==> src/rtl/camera_capture.sv <==
// rtl/camera_capture.sv - sensor clock generation, input sync and frame-to-RAM byte capture
// Optional feature macro: CAM_CAPTURE_ROW_SKIP_EN (store even rows only)
module camera_capture #(
    parameter int CLK_DIV   = 2,
    parameter int ADDR_W    = 15,
    parameter int MAX_BYTES = 11376
) (
    input  logic              Clk,
    input  logic              i_Rst_n,
    input  logic              i_Enable,
    input  logic              i_PLK,
    input  logic              i_VS,
    input  logic              i_HS,
    input  logic [7:0]        i_D,
    output logic              o_XLK,
    output logic [7:0]        o_Data,
    output logic [ADDR_W-1:0] o_Addr,
    output logic              o_We,
    output logic              o_Frame_Done,
    output logic              o_Overflow
);

    localparam int XW = (CLK_DIV > 1) ? $clog2(CLK_DIV) : 1;
    localparam logic [XW-1:0]     X_LAST = XW'(CLK_DIV - 1);
    localparam logic [ADDR_W-1:0] A_LAST = ADDR_W'(MAX_BYTES - 1);

    localparam logic [1:0] S_IDLE    = 2'd0;
    localparam logic [1:0] S_CAPTURE = 2'd1;
    localparam logic [1:0] S_DONE    = 2'd2;

`ifdef CAM_CAPTURE_ROW_SKIP_EN
    localparam int HS_LEN = 3;
`else
    localparam int HS_LEN = 2;
`endif

    logic [XW-1:0]     xlk_cnt;
    logic [2:0]        plk_sr;
    logic [2:0]        vs_sr;
    logic [HS_LEN-1:0] hs_sr;
    logic [7:0]        d_s2;
    logic [7:0]        d_s3;
    logic              pix_stb;
    logic              vs_fall;
    logic              vs_rise;
    logic              pix_ok;
    logic              addr_full;
    logic [1:0]        state;

    always_ff @(posedge Clk or negedge i_Rst_n) begin
        if (!i_Rst_n) begin
            xlk_cnt <= '0;
            o_XLK   <= 1'b0;
        end else if (xlk_cnt == X_LAST) begin
            xlk_cnt <= '0;
            o_XLK   <= ~o_XLK;
        end else begin
            xlk_cnt <= xlk_cnt + 1'b1;
        end
    end

    // Stage [1] is the synchronised value, stage [2] the previous one for edge detection.
    always_ff @(posedge Clk or negedge i_Rst_n) begin
        if (!i_Rst_n) begin
            plk_sr  <= '0;
            vs_sr   <= '0;
            hs_sr   <= '0;
            d_s2    <= '0;
            d_s3    <= '0;
            pix_stb <= 1'b0;
            vs_fall <= 1'b0;
            vs_rise <= 1'b0;
        end else begin
            plk_sr  <= {plk_sr[1:0], i_PLK};
            vs_sr   <= {vs_sr[1:0], i_VS};
            hs_sr   <= {hs_sr[HS_LEN-2:0], i_HS};
            d_s2    <= i_D;
            d_s3    <= d_s2;
            pix_stb <= plk_sr[1] & ~plk_sr[2] & hs_sr[1];
            vs_fall <= ~vs_sr[1] & vs_sr[2];
            vs_rise <= vs_sr[1] & ~vs_sr[2];
        end
    end

`ifdef CAM_CAPTURE_ROW_SKIP_EN
    logic hs_fall;
    logic row_odd;

    always_ff @(posedge Clk or negedge i_Rst_n) begin
        if (!i_Rst_n) begin
            hs_fall <= 1'b0;
            row_odd <= 1'b0;
        end else begin
            hs_fall <= ~hs_sr[1] & hs_sr[2];
            if (state == S_IDLE && i_Enable && vs_fall) begin
                row_odd <= 1'b0;
            end else if (hs_fall) begin
                row_odd <= ~row_odd;
            end
        end
    end

    assign pix_ok = pix_stb & ~row_odd;
`else
    assign pix_ok = pix_stb;
`endif

    always_ff @(posedge Clk or negedge i_Rst_n) begin
        if (!i_Rst_n) begin
            state        <= S_IDLE;
            o_Data       <= '0;
            o_Addr       <= '0;
            o_We         <= 1'b0;
            o_Frame_Done <= 1'b0;
            o_Overflow   <= 1'b0;
            addr_full    <= 1'b0;
        end else begin
            o_We         <= 1'b0;
            o_Frame_Done <= 1'b0;
            case (state)
                S_IDLE: begin
                    o_Addr    <= '0;
                    addr_full <= 1'b0;
                    if (i_Enable && vs_fall) begin
                        state      <= S_CAPTURE;
                        o_Overflow <= 1'b0;
                    end
                end
                S_CAPTURE: begin
                    if (!i_Enable) begin
                        state  <= S_IDLE;
                        o_Addr <= '0;
                    end else begin
                        // Address saturates at the last slot; a flag marks it as consumed.
                        if (o_We) begin
                            if (o_Addr == A_LAST) begin
                                addr_full <= 1'b1;
                            end else begin
                                o_Addr <= o_Addr + 1'b1;
                            end
                        end
                        if (pix_ok) begin
                            if (addr_full) begin
                                o_Overflow <= 1'b1;
                            end else begin
                                o_We   <= 1'b1;
                                o_Data <= d_s3;
                            end
                        end
                        if (vs_rise) begin
                            state        <= S_DONE;
                            o_Frame_Done <= 1'b1;
                        end
                    end
                end
                S_DONE: begin
                    o_Addr    <= '0;
                    addr_full <= 1'b0;
                    state     <= S_IDLE;
                end
                default: state <= S_IDLE;
            endcase
        end
    end

endmodule

==> config.mk <==
export PLATFORM = sky130hd
export DESIGN_NAME = camera_capture
export DESIGN_NICKNAME = d
export VERILOG_FILES = /design/src/rtl/camera_capture.sv
export SDC_FILE = /design/constraint.sdc
export NUM_CORES = 1
export LEC_CHECK = 0
export CAP_MARGIN = 20
export CORE_MARGIN = 10
export CORE_UTILIZATION = 50
export DETAILED_ROUTE_END_ITERATION = 16
export PLACE_DENSITY = 0.87
export RECOVER_POWER = 25
export SETUP_SLACK_MARGIN = 0.3
export SYNTH_ARGS = -nofsm -noshare
export SYNTH_HDL_FRONTEND = slang
export SYNTH_SLANG_ARGS = --single-unit
export TNS_END_PERCENT = 30
==> constraint.sdc <==
create_clock -name Clk -period 2 [get_ports Clk]
set_input_delay 0.3 -clock Clk [delete_from_list [all_inputs] [get_ports Clk]]
set_output_delay 0.3 -clock Clk [all_outputs]
set_load 0.02 [all_outputs]
; ---- Yosys cells after proc, flatten, opt, wreduce, memory -nomap -nowiden
; Cells that the tools add are included.
[word_totals]
ff_bits = 58
latchBits = 0
mem_bits_rw = 0
rom_bits = 0
input_bits = 14
out_inout_bits = 27
n_memories = 0
[classes]
addsub = 2
mul = 0
div = 0
n_lt_le_gt_ge = 0
eq_ne = 12
shifts = 0
muxes = 25
n_bitwise = 9
n_reduce_logical = 10
[op_table]
columns = cell, count
row1 = $mux W15, 3
row2 = $pmux W15 S2, 1
row3 = $add A15 B1 Y15 const B, 1
row4 = $eq A15 B14 Y1 const B, 1
row5 = $mux W1, 15
row6 = $ne A2 B2 Y1 const B, 6
row7 = $ne A3 B3 Y1 const B, 3
row8 = $reduce_and A4 Y1, 2
row9 = $mux W2, 3
row10 = $not A1 Y1, 5
row11 = $reduce_and A5 Y1, 1
row12 = $and A1 B1 Y1, 4
row13 = $pmux W1 S2, 2
row14 = $pmux W2 S2, 1
row15 = $reduce_bool A2 Y1, 2
row16 = $reduce_and A3 Y1, 1
row17 = $eq A2 B1 Y1 const B, 1
row18 = $eq A2 B2 Y1 const B, 1
row19 = $logic_not A2 Y1, 1
row20 = $reduce_and A2 Y1, 1
row21 = $reduce_or A2 Y1, 1
row22 = $add A1 B1 Y1 const B, 1
row23 = $logic_and A1 B1 Y1, 1

; ---- Depth between registers and ports, before layout
[logic_depth]
ltp_word = 5
mapped_depth = 6

; ---- Least setup slack after synthesis
; No wires, ideal clock.
[synth_timing]
path_kind = flip-flop to flip-flop
start = register o_Addr[0]
end = register o_Addr[5]
setup_ps = 139
arrival_time_ps = 1688
setup_slack_ps = 173
path_stages_with_launch = 7
path_buffers = 1
synth_period_minus_slack_ps = 1827
path_cell_list = dfrtp_1 > ha_1 > and3_1 > and4_1 > buf_4 > o311ai_0 > o31ai_1
[synth_via]
elab_chain_cells = 5
word_cells_on_any_way = 8
[synth_rtl]
columns = item, line_no
row1 = from (decl), 17  ; output logic [ADDR_W-1:0] o_Addr,
row2 = from (signal assigned), 139  ; o_Addr <= o_Addr + 1'b1;
row3 = $add A15 B1 Y15, 139
row4 = $mux W15, 136  ; if (o_Addr == A_LAST) begin
row5 = $mux W15, 135  ; if (o_We) begin
row6 = $mux W15, 130  ; if (!i_Enable) begin
row7 = $pmux W15 S2, 120  ; case (state)
; Parallel ways exist; a longest one is shown, timed or not. The select of a mux whose other input is x is not followed.
; A chain may end at the register's enable or synchronous reset.

; ---- Worst setup path in the final report
[layout_timing]
start = register o_Addr[7]
end = output port o_Addr[7]
; No word-level cell between the ends.

==> flow_summary.toml <==
[run_status]
outcome = "completed"

[yosys]
syn-cell-area_um2 = 2270
synth_cell_types = 44
synth-seq-cells = 58
synth_edf_count = 0
syn_area_per_cell_um2 = 12.90
synth_warnings = 0
synthArstFlopShare_pct = 100.0
ys_seq_area_share_pct = 63.95
ys.flop_type = "dfrtp_1"
syn_inst = 176
syn_nets = 191

[sta]
timing.fmax_ghz = 0.5732
finalHoldViolations = 0
slew_headroom_pct = 59.77
whs_ns = 0.3483
fin_setup_tns_ns = 0
drv_slew = 0
finalCritPeriodShare_pct = 87.23
fin_skew_ns = 0.009414
setup_viol = 0
period_needed_ns = 1.745
rsz0062_at_grt = "true"
worst_pin_slew_ns = 0.6035

[global_route]
grt_usage_pct = 14.47
grt_pass1_vias = 1802
grt_max_degree = 34
grt-ovfl-total = 0
grt.busiest_layer = "met2"
antenna_found_initial = 0
grtUsageMet2_pct = 22.95
use_met1_pct = 16.13
grt_first_pass_wirelength_um = 8645
grtUsageMet3_pct = 6.367

[route]
via_per_inst = 5.948
wl_per_cell_um = 18.07
ant_nets = 0
vias = 1725
first_iter_violations = 164
dr.pass1.iters = 4
totalWireLength_um = 5239
drc = 0

[finish]
nFillCells = 305
finalNetCount = 250
drive_above_1_share_pct = 23.11
finish.instance_area_um2 = 3048
diodes = 0
area_growth_pct = 34.29
fin_util_pct = 69.52

[worst_setup_path]
crit_type = "reg -> out"
critPathCaptureType = "primary output"
crit_fanout = 6
critPathMaxStageDelay_ns = 0.65
path_buf_inv = 1
ff2ff_setup_slack_ns = 0.27
cp_data_required_time_ns = 1.70
critPathTopFamily = "buffers and inverters"
slowest_stage = "clkdlybuf4s50_1"
crit_chain = "clkdlybuf4s50_1"
arrival_ns = 1.44
startpoint_type = "register"

[clock_network]
htreeDepth = 3
cts_buffer_depth = 2
clk_latency_ns = 0.33
tritoncts = "done"
clkTransAtPathRegs_ns = 0.07
cts_buffers = 9
clock_sinks = 58
cts_root_buffer = "clkbuf_8"

[power]
p_leak_uw = 0.001307
power_uw = 2359
power_density_nw_per_um2 = 773.9
irDropWorstVdd_uv = 511.6

[placed_design]
place_hpwl_um = 3476
placed_cell_area_um2 = 2799
io_buffers = 40
gp_congestion = 0.9403

[floorplan]
core_um2 = 4384
die_y_um = 87.38
start_util_pct = 51.77
io_pins = 41
die_x_um = 87.38
row_count = 24
die_area_um2 = 7634

[run]
cap_violations = 0

[worst_hold_path]
hp-class = "reg -> reg"
-- cell families (layout without fill, tap and decap cells) --
family / Yosys count / count (layout) / synth area share, %
xor gates and xnor gates: 1 / 1 / 0.3860
and+or+nand+nor: 64 / 65 / 17.64
muxes: 10 / 10 / 4.851
adders and majority gates: 1 / 1 / 0.5512
buffers and inverters: 11 / 72 / 2.260
DFF: 58 / 58 / 63.95
AOI/OAI and AO/OA: 31 / 31 / 10.36
-- flip-flops by register name (all words and copies together) (netlist names), 2 cells and up --
signal	flops
d_s2	8
d_s3	8
hs_sr	2
o_Addr	15
o_Data	8
plk_sr	3
state	2
vs_sr	3
-- layout make-up --
type                    instances  area, µm²  share of cell area, %
clock buffers                  10      137.6                  4.516
multi-input cells             108      835.8                  27.42
inverters                       4      15.01                 0.4926
flip-flops and latches         58       1456                  47.78
repair buffers                 54      518.0                  17.00
clock inverters                 4      20.02                 0.6568
well taps                      52      65.06                  2.135
-- timing repair --
item,in CTS,in global routing
gates resized for setup,5,13
hold endpoints to repair,25,0
buffers inserted,1,0
hold buffers,1,0
setup endpoints to repair,22,34
gates cloned,0,1
-- cells in the final DEF (no fill, tap or decap), drive strengths merged, types with 2 or more instances in the layout --
master | netlist | routed
dfrtp | 58 | 58
clkdlybuf4s50 | 0 | 24
nand2 | 16 | 16
buf | 4 | 14
dlygate4sd3 | 0 | 12
clkbuf | 3 | 10
nand3 | 10 | 10
mux2 | 8 | 8
nand4 | 7 | 7
o211ai | 6 | 6
nor3b | 5 | 5
nor2b | 4 | 4
inv | 4 | 4
clkinv | 0 | 4
and4 | 3 | 4
o311ai | 4 | 4
nor2 | 3 | 3
and3 | 3 | 3
o2111ai | 3 | 3
a31oi | 3 | 3
o31ai | 3 | 3
o21a | 2 | 2
o21ai | 2 | 2
nor3 | 2 | 2
a21oi | 2 | 2
or3 | 2 | 2
mux2i | 2 | 2
dlymetal6s2s | 0 | 2
dlygate4sd2 | 0 | 2
nor4b | 2 | 2
-- power breakdown --
group          internal, µW  leakage [µW]  switching [µW]
combinational           104      0.000486             101
clock                   459     0.0000875             433
sequential             1230      0.000734            30.4
-- layer usage --
metal	part of all wire [%]	up-vias	wire length [µm]
met1	40	860	2096
met3	9.2	11	483
met5	0	-	0
met2	49	73	2578
li1	-	781	-
met4	1.5	0	80
-- metrics by stage --
| step | setup slack (ns) | std cells |
|---|---|---|
| finish | 0.2553 | 290 |
| floorplan | 0.2618 | 176 |
| CTS | 0.2378 | 289 |
| global placement | 0.1543 | 273 |
| detailed placement | 0.1180 | 273 |
| global route | 0.1869 | 290 |
-- synthesized netlist by cell type (4+ instances only) --
cell / instances / share of area, %
nor2b_1: 4 / 1.1
nand2_1: 15 / 2.5
mux2_2: 8 / 4.0
nor3b_1: 4 / 1.3
nand3_1: 10 / 2.2
o211ai_1: 6 / 2.0
o311ai_0: 4 / 1.5
dfrtp_1: 58 / 64
inv_1: 4 / 0.66
nand4_1: 7 / 1.9
-- worst paths after layout --
path | startpoint | endpoint | depth (start not counted)
worst max register to register | o_Addr[0] | o_Addr[7] | 5
worst max-delay path | o_Addr[7] | o_Addr[7] | 1
worst min-delay path | hs_sr[0] | hs_sr[1] | 0
worst min register to register | hs_sr[0] | hs_sr[1] | 0
min in group asynchronous | i_Rst_n | o_Addr[5] | 2
max in group asynchronous | i_Rst_n | o_Addr[0] | 3
No activity file was read; power rests on OpenSTA's default activity.
